## src/rtl/cv32e40x_fetch_queue.sv

```systemverilog
// Instruction prefetch queue feeding the IF stage from the instruction OBI adapter.
// Issues sequential word-aligned fetches, counts in-flight transactions, buffers
// responses in a small FIFO and discards responses that belong to a pre-branch stream.

module cv32e40x_fetch_queue #(
  parameter int unsigned DEPTH = 2
) (
  input  logic        clk,
  input  logic        rst_n,
  input  logic        branch_i,
  input  logic [31:0] branch_addr_i,
  output logic        trans_valid_o,
  input  logic        trans_ready_i,
  output logic [31:0] trans_addr_o,
  input  logic        resp_valid_i,
  input  logic [31:0] resp_rdata_i,
  input  logic        resp_err_i,
  output logic        fetch_valid_o,
  input  logic        fetch_ready_i,
  output logic [31:0] fetch_rdata_o,
  output logic        fetch_err_o,
  output logic [31:0] fetch_addr_o,
  output logic        busy_o
);

  localparam int unsigned CW = $clog2(DEPTH + 1);
  localparam int unsigned PW = (DEPTH > 1) ? $clog2(DEPTH) : 1;

  typedef enum logic [0:0] {
    IDLE  = 1'b0,
    FETCH = 1'b1
  } state_t;

  state_t          r_state;
  state_t          w_state_nxt;
  logic [31:0]     r_req_addr;
  logic [31:0]     r_resp_addr;
  logic [CW-1:0]   r_out_cnt;
  logic [CW-1:0]   r_discard_cnt;
  logic [CW-1:0]   r_fifo_cnt;
  logic [PW-1:0]   r_wr_ptr;
  logic [PW-1:0]   r_rd_ptr;
  logic [31:0]     r_mem_data [DEPTH];
  logic            r_mem_err  [DEPTH];
  logic [31:0]     r_mem_addr [DEPTH];

  logic [CW:0]     w_occ;
  logic            w_accept;
  logic            w_drop;
  logic            w_push;
  logic            w_pop;
  logic [31:0]     w_target;
  logic            w_unused_addr_bits;

  // Circular pointer advance that also works for non-power-of-two depths.
  function automatic logic [PW-1:0] ptr_inc(input logic [PW-1:0] p);
    if (p == PW'(DEPTH - 1)) begin
      return '0;
    end else begin
      return p + PW'(1);
    end
  endfunction

  // In-flight plus buffered words bound how many new requests may be issued.
  assign w_occ    = {1'b0, r_out_cnt} + {1'b0, r_fifo_cnt};
  assign w_accept = trans_valid_o && trans_ready_i;
  assign w_drop   = (r_discard_cnt != '0);
  assign w_push   = resp_valid_i && !branch_i && !w_drop;
  assign w_pop    = fetch_valid_o && fetch_ready_i;
  assign w_target = {branch_addr_i[31:2], 2'b00};
  assign w_unused_addr_bits = ^branch_addr_i[1:0];

  assign trans_addr_o  = r_req_addr;
  assign fetch_valid_o = (r_fifo_cnt != '0) && !branch_i;
  assign fetch_rdata_o = r_mem_data[r_rd_ptr];
  assign fetch_err_o   = r_mem_err[r_rd_ptr];
  assign fetch_addr_o  = r_mem_addr[r_rd_ptr];
  assign busy_o        = (r_out_cnt != '0) || (r_fifo_cnt != '0);

  // Fetch state register; leaving IDLE requires a first branch.
  always_ff @(posedge clk) begin
    if (!rst_n) begin
      r_state <= IDLE;
    end else begin
      r_state <= w_state_nxt;
    end
  end

  // Next-state and request-valid decode; a branch cycle never issues a request.
  always_comb begin
    w_state_nxt   = r_state;
    trans_valid_o = 1'b0;
    case (r_state)
      IDLE: begin
        if (branch_i) begin
          w_state_nxt = FETCH;
        end else begin
          w_state_nxt = IDLE;
        end
      end
      FETCH: begin
        w_state_nxt   = FETCH;
        trans_valid_o = !branch_i && (w_occ < (CW + 1)'(DEPTH));
      end
      default: begin
        w_state_nxt   = IDLE;
        trans_valid_o = 1'b0;
      end
    endcase
  end

  // Request/response address tracking, redirected together on a branch.
  always_ff @(posedge clk) begin
    if (!rst_n) begin
      r_req_addr  <= 32'h0000_0000;
      r_resp_addr <= 32'h0000_0000;
    end else if (branch_i) begin
      r_req_addr  <= w_target;
      r_resp_addr <= w_target;
    end else begin
      if (w_accept) begin
        r_req_addr <= r_req_addr + 32'd4;
      end
      if (w_push) begin
        r_resp_addr <= r_resp_addr + 32'd4;
      end
    end
  end

  // Outstanding count keeps including stale transactions so back-to-back branches add up.
  always_ff @(posedge clk) begin
    if (!rst_n) begin
      r_out_cnt     <= '0;
      r_discard_cnt <= '0;
    end else begin
      if (w_accept && !resp_valid_i) begin
        r_out_cnt <= r_out_cnt + CW'(1);
      end else if (!w_accept && resp_valid_i) begin
        r_out_cnt <= r_out_cnt - CW'(1);
      end
      if (branch_i) begin
        r_discard_cnt <= r_out_cnt - CW'(resp_valid_i);
      end else if (resp_valid_i && w_drop) begin
        r_discard_cnt <= r_discard_cnt - CW'(1);
      end
    end
  end

  // Response FIFO; a branch flushes it, push and pop may coincide.
  always_ff @(posedge clk) begin
    if (!rst_n) begin
      r_wr_ptr   <= '0;
      r_rd_ptr   <= '0;
      r_fifo_cnt <= '0;
      for (int i = 0; i < int'(DEPTH); i++) begin
        r_mem_data[i] <= 32'h0000_0000;
        r_mem_err[i]  <= 1'b0;
        r_mem_addr[i] <= 32'h0000_0000;
      end
    end else if (branch_i) begin
      r_wr_ptr   <= '0;
      r_rd_ptr   <= '0;
      r_fifo_cnt <= '0;
    end else begin
      if (w_push) begin
        r_mem_data[r_wr_ptr] <= resp_rdata_i;
        r_mem_err[r_wr_ptr]  <= resp_err_i;
        r_mem_addr[r_wr_ptr] <= r_resp_addr;
        r_wr_ptr             <= ptr_inc(r_wr_ptr);
      end
      if (w_pop) begin
        r_rd_ptr <= ptr_inc(r_rd_ptr);
      end
      if (w_push && !w_pop) begin
        r_fifo_cnt <= r_fifo_cnt + CW'(1);
      end else if (!w_push && w_pop) begin
        r_fifo_cnt <= r_fifo_cnt - CW'(1);
      end
    end
  end

  cv32e40x_fetch_queue_chk #(
    .DEPTH (DEPTH),
    .CW    (CW)
  ) u_chk (
    .clk           (clk),
    .rst_n         (rst_n),
    .out_cnt       (r_out_cnt),
    .fifo_cnt      (r_fifo_cnt),
    .discard_cnt   (r_discard_cnt),
    .resp_valid    (resp_valid_i),
    .unused_branch (w_unused_addr_bits)
  );

endmodule

// Occupancy and protocol invariants of the fetch queue.
module cv32e40x_fetch_queue_chk #(
  parameter int unsigned DEPTH = 2,
  parameter int unsigned CW    = 2
) (
  input logic          clk,
  input logic          rst_n,
  input logic [CW-1:0] out_cnt,
  input logic [CW-1:0] fifo_cnt,
  input logic [CW-1:0] discard_cnt,
  input logic          resp_valid,
  input logic          unused_branch
);

  a_occupancy: assert property (@(posedge clk) disable iff (!rst_n)
    (({1'b0, out_cnt} + {1'b0, fifo_cnt}) <= (CW + 1)'(DEPTH)));

  a_discard_le_out: assert property (@(posedge clk) disable iff (!rst_n)
    (discard_cnt <= out_cnt));

  a_no_unexpected_resp: assert property (@(posedge clk) disable iff (!rst_n)
    (resp_valid |-> (out_cnt != '0)));

endmodule

```

## config.mk

```make
export PLATFORM = sky130hd
export DESIGN_NAME = cv32e40x_fetch_queue
export DESIGN_NICKNAME = d
export VERILOG_FILES = /design/src/rtl/cv32e40x_fetch_queue.sv
export SDC_FILE = /design/constraint.sdc
export NUM_CORES = 1
export LEC_CHECK = 0
export ABC_AREA = 1
export CAP_MARGIN = 20
export CORE_ASPECT_RATIO = 0.6
export CORE_MARGIN = 2
export CORE_UTILIZATION = 35
export CTS_CLUSTER_DIAMETER = 80
export DETAILED_ROUTE_END_ITERATION = 10
export PLACE_DENSITY_LB_ADDON = 0.25
export SYNTH_ARGS = -nofsm -noshare
export SYNTH_HDL_FRONTEND = slang
export SYNTH_HIERARCHICAL = 1
export SYNTH_SLANG_ARGS = --single-unit
export TNS_END_PERCENT = 100
```

## constraint.sdc

```tcl
create_clock -name clk -period 5.29 [get_ports clk]
set_input_delay 0.529 -clock clk [delete_from_list [all_inputs] [get_ports clk]]
set_output_delay 0.529 -clock clk [all_outputs]
set_load 0.05 [all_outputs]
```

==> results of run 1 <==
## Yosys cell counts, types with 10 or more instances
| master | number |
|---|---|
| nand2_1 | 231 |
| nor2_1 | 203 |
| inv_1 | 159 |
| edfxtp_1 | 124 |
| dfxtp_1 | 72 |
| nand3_1 | 68 |
| mux2_2 | 62 |
| a21oi_1 | 58 |
| o21ai_0 | 57 |
| buf_2 | 18 |
| clkbuf_1 | 17 |
| xor2_1 | 15 |
| nor2_2 | 11 |
| a31oi_1 | 10 |
## layer usage
metal | GRT usage, % | part of all wire (%)
met4 | 4.59 | 0.84
met5 | 0 | 0
met2 | 26.0 | 41
met1 | 28.7 | 51
met3 | 4.05 | 6.8
## through the flow
step	hold WS (ns)	instance area, µm²	cells	power, µW	util (%)
6_report	0.479	12600	1711	3600	45.1
5_1_grt	0.513	12600	1710	3750	45.1
4_1_cts	0.480	12500	1709	3640	45.0
3_5_place_dp	0.471	12000	1677	2400	43.1
3_3_place_gp	0.454	12000	1677	2400	43.1
2_1_floorplan	0.444	10000	1181	2180	-
## state kept, by name, summed over array words and instances, names as in the netlist, named ones only
name	cells
trans_addr_o	30
r_discard_cnt	2
r_mem_err	2
r_wr_ptr	1
r_mem_addr	60
r_out_cnt	2
r_resp_addr	30
r_rd_ptr	1
r_fifo_cnt	2
r_mem_data	64
r_state	1
## tightest hold or removal path: cells and delay by family (launching register included)
| family | cells | cell delay [ns] |
|---|---|---|
| flops | 1 | 0.30 |
| compound gates | 1 | 0.07 |
| buf+inv | 1 | 0.06 |
## cell families after synthesis
logic type               after synthesis  synth area share, %
multiplexers                          62                 6.97
XOR/XNOR                              17                 1.56
AO/OA/AOI/OAI                        139                 7.33
adder cells (fa/ha/maj)                7                0.949
other                                  1               0.0374
flip-flops                           196                 51.5
AND/OR/NAND/NOR                      547                 23.3
buffers and inverters                209                 8.28
## final cells by class
| cell class | instances | area [µm²] | area share, % |
|---|---|---|---|
| antenna | 1 | 2.50 | 0.0199 |
| clock buffer | 17 | 425 | 3.39 |
| clock inverter | 15 | 114 | 0.906 |
| inverter | 164 | 616 | 4.90 |
| multi-input combinational | 776 | 4050 | 32.2 |
| sequential | 196 | 5170 | 41.1 |
| tap | 367 | 459 | 3.65 |
| timing repair buffer | 175 | 1730 | 13.8 |
## path summary, 6_finish.rpt
kind | cells past startpoint | startpoint | end | slack [ns]
max | 3 | register | fetch_addr_o[24] | 1.86
min | 2 | r_mem_err[0]$_DFF_P_ | r_mem_err[0]$_DFF_P_ | 0.48
max reg2reg | 13 | r_fifo_cnt[0]$_SDFFE_PP0P_ | r_out_cnt[1]$_SDFFE_PN0P_ | 2.54
min reg2reg | 2 | r_mem_err[0]$_DFF_P_ | r_mem_err[0]$_DFF_P_ | 0.48
## power by group
group	switching [µW]	internal [µW]	leakage, µW
Clock	592	641	0.000253
Sequential	55.6	1710	0.00188
Combinational	397	208	0.00273
==> flow_summary.yaml, run 1 <==
grt:
  grt_use_total_pct: 18.6
  grt-ovfl-total: 0
  grt_first_pass_wirelength_mm: 42.8
  antenna_found_initial: 0
  grt_pass1_vias: 7546
  grt_max_degree: 65
clock_network:
  clk_path_buf_depth: 2
  cts-root-buf: "clkbuf_16"
  clk_pin_slew_ns: 0.07
  cts_hold_buf: 0
  cts_max_level: 4
  postCtsSetupBuffers: 0
  clk_latency_ns: 0.45
  cts_tree: "yes"
  cts.repair.resized: 0
  cts_made_buffers: 17
  clock-sinks: 196
critical_path:
  cp-end-kind: "output pin"
  slowest_stage: "dfxtp_2"
  critical_path_class: "reg -> out"
  cp_data_arrival_time_ns: 2.90
  cp_max_fo: 35
  crit_chain: "buf_4, mux2_2, clkdlybuf4s50_1"
  critPathBufInv: 2
  max_stage_delay_ns: 0.91
  crit_path_start_kind: "register"
  required_ns: 4.76
  cp_top_family: "buffers and inverters"
timing:
  hold_viol_final: 0
  worst_clock_skew_ns: 0.0146
  slew_headroom_pct: 36.3
  worstMarginPinSlew_ns: 0.956
  max_freq_ghz: 0.291
  setup_slack_ns: 1.86
  rsz0062_at_grt: "false"
  fin_setup_tns_ns: 0
  slew_violations: 0
  setup_violations: 0
  final.period_utilization_pct: 64.9
  finalCriticalPeriod_ns: 3.43
place:
  portBuffers: 164
  hpwlAfterDp_mm: 19.5
  pre_cts_slack_ns: 2.27
  routabilityCongestion: 0.891
route:
  avgViaCountPerCell: 4.84
  wl_per_cell_um: 16.1
  first_pass_iters: 6
  drcViolationCount: 0
  finalWirelength_mm: 27.6
  drtIter0Drc: 718
  antenna_left: 0
  vias: 8277
final_layout:
  final_nets: 1408
  layout_common_cells: "nand2_1, nor2_1, clkdlybuf4s50_1"
  drive_gt1_share_pct: 11.3
  area_delta_synth_final_pct: 25.4
  layout_commonest_cell: "nand2_1"
  fillers: 2777
synthesis:
  syn_area_um2: 10000
  synth_area_leader_cell: "edfxtp_1"
  syn_inst: 1178
  synth-seq-cells: 196
  synth_edf_count: 124
  yosys_most_used_dff: "edfxtp_1"
  synth_top_area_share_pct: 37.2
  async_flop_share_pct: 0
  ys_seq_area_share_pct: 51.5
  ys_top_cells_by_area: "edfxtp_1, dfxtp_1, nand2_1"
  ys_types: 38
  syn_area_per_cell_um2: 8.51
  synthesis.yosys.warnings: 6
floorplan:
  rows: 47
  fp.dieH_um: 135
  io-pin-count: 171
  start_util_pct: 36.0
  coreArea_um2: 27900
  dieWidth_um: 222
  dieArea_um2: 30000
outcome:
  status: "complete, no violations"
power_and_ir_drop:
  powerDensity_nw_per_um2: 287
  p_leak_uw: 0.00487
  ir_worst_vdd_uv: 206
worst_hold_path:
  hold_path.class: "reg -> reg"
flow_run:
  cap_violations: 0
No activity file was read; power rests on OpenSTA's default activity.
==> run 2, diff against run 1 <==
clock period = 3.1 ns   (was 5.29 ns; I/O delays follow)
==> run 2 against run 1 <==
Register-to-register slack got worse by 1.7 ns. Clock skew down 0.0018 ns. Critical path depth increased by 4. Critical path type unchanged. Sequential share of layout area down 0.68 points. Critical endpoint is now trans_valid_o.
==> flow_summary.yaml, run 2 (synthesized netlist as in run 1, its figures left out) <==
final_layout:
  antenna_cells: 0
  top_regs: "r_mem_data x64, r_mem_addr x60"
  final_nets: 1412
  layout_commonest_cell: "nand2_1"
  multi_input_area_um2: 4050
  drive_gt1_share_pct: 11.9
  fillers: 2740
  largest_register: "r_mem_data"
  largest_register_ff_count: 64
  layout_common_cells: "nand2_1, nor2_1, clkdlybuf4s50_1"
  regArea_um2: 5170
  area_delta_synth_final_pct: 27.5
  final_util_pct: 45.8
place:
  routabilityCongestion: 0.912
  hpwlAfterDp_mm: 19.8
  portBuffers: 164
grt:
  grt-ovfl-total: 0
  grt_max_degree: 65
  grt_first_pass_wirelength_mm: 43.6
  antenna_found_initial: 0
  grt_use_total_pct: 19.0
  grt_pass1_vias: 7708
clock_network:
  cts-root-buf: "clkbuf_16"
  postCtsSetupBuffers: 0
  clock-sinks: 196
  clk_latency_ns: 0.46
  cts_made_buffers: 17
  cts_max_level: 4
  clk_path_buf_depth: 2
  cts.repair.resized: 0
  cts_hold_buf: 0
  clk_pin_slew_ns: 0.08
  cts_tree: "yes"
power_and_ir_drop:
  p_switching_uw: 1880
  internal_power_uw: 4740
  powerDensity_nw_per_um2: 518
  combPwrFrac_pct: 15.9
  p_sw_share_pct: 28.4
  seqPwrFrac_pct: 45.4
  ir_worst_vdd_uv: 337
  p_leak_uw: 0.00498
  p_clk_share_pct: 38.7
flow_run:
  cap_violations: 0
route:
  finalWirelength_mm: 28.0
  drcViolationCount: 0
  first_pass_iters: 5
  wl_per_cell_um: 16.3
  antenna_left: 0
  vias: 8300
  avgViaCountPerCell: 4.85
  drtIter0Drc: 700
floorplan:
  rows: 47
  dieArea_um2: 30000
  dieWidth_um: 222
  coreArea_um2: 27900
  start_util_pct: 36.0
  fp.dieH_um: 135
  io-pin-count: 171
timing:
  setup_violations: 0
  slew_violations: 0
  slew_headroom_pct: 48.2
  hold_viol_final: 0
  finalCriticalPeriod_ns: 2.82
  worst_clock_skew_ns: 0.0129
  final.period_utilization_pct: 91.1
  fin_setup_tns_ns: 0
  rsz0062_at_grt: "false"
  max_freq_ghz: 0.354
  worstMarginPinSlew_ns: 0.776
critical_path:
  slowest_stage: "clkdlybuf4s50_1"
  crit_path_start_kind: "register"
  cp_data_arrival_time_ns: 2.51
  critical_path_class: "reg -> out"
  required_ns: 2.79
  cp_max_fo: 4
  cp-end-kind: "output pin"
  max_stage_delay_ns: 0.83
  crit_chain: "nand2_1, inv_1, fa_1, inv_1, nand2_1, nor3_1, clkdlybuf4s50_1"
worst_hold_path:
  hold_path.class: "in -> reg"
outcome:
  status: "complete, no violations"
[run 2: cell type report]
cell class	instances	area share (%)
multi-input cells	776	31.7
repair buffers	179	14.3
well taps	367	3.59
clock buffers	17	3.33
inverters	164	4.82
flip-flops and latches	196	40.4
clock inverters	14	1.85
[run 2: final timing paths]
check	endpoint	cells past startpoint	slack [ns]	from
max	trans_valid_o	7	0.28	r_fifo_cnt[0]$_SDFFE_PP0P_
min	r_resp_addr[5]$_SDFFE_PN0P_	3	0.38	branch_i
min reg2reg	register	2	0.48	r_rd_ptr$_SDFFE_PP0P_
max reg2reg	r_out_cnt[1]$_SDFFE_PN0P_	13	0.85	r_fifo_cnt[0]$_SDFFE_PP0P_
[run 2: per-stage QoR]
step                worst slack (ns)  power [µW]  cells  hold WS [ns]  instance area, µm²
CTS                            0.223        6660   1713         0.356               12800
global placement               0.744        4110   1682         0.455               12100
global route                   0.112        6860   1713         0.386               12800
floorplan                      0.156        3710   1181         0.444               10000
detailed placement             0.751        4120   1682         0.468               12100
finish                         0.277        6620   1713         0.379               12800
[run 2: power groups by stage]
stage | logic (µW) | registers [µW] | clock network (µW)
global placement | 1050 | 3060 | 0
detailed placement | 1050 | 3060 | 0
CTS | 1060 | 3010 | 2600
floorplan | 589 | 3120 | 0
global route | 1130 | 3020 | 2700
finish | 1050 | 3010 | 2560
[run 2: critical path: cells and delay by family, from the launching register on]
family | cells | cell delay, ns
adder cells (fa/ha/maj) | 1 | 0.40
AND/OR/NAND/NOR | 3 | 0.29
buffers and inverters | 3 | 0.96
flip-flops | 1 | 0.40
[run 2: routing by layer]
layer,vias up,GRT usage [%],wire [µm]
li1,4106,-,-
met1,3915,29.1,14300
met2,260,26.3,11400
met3,19,4.90,2020
met4,0,4.33,213
met5,-,0,0
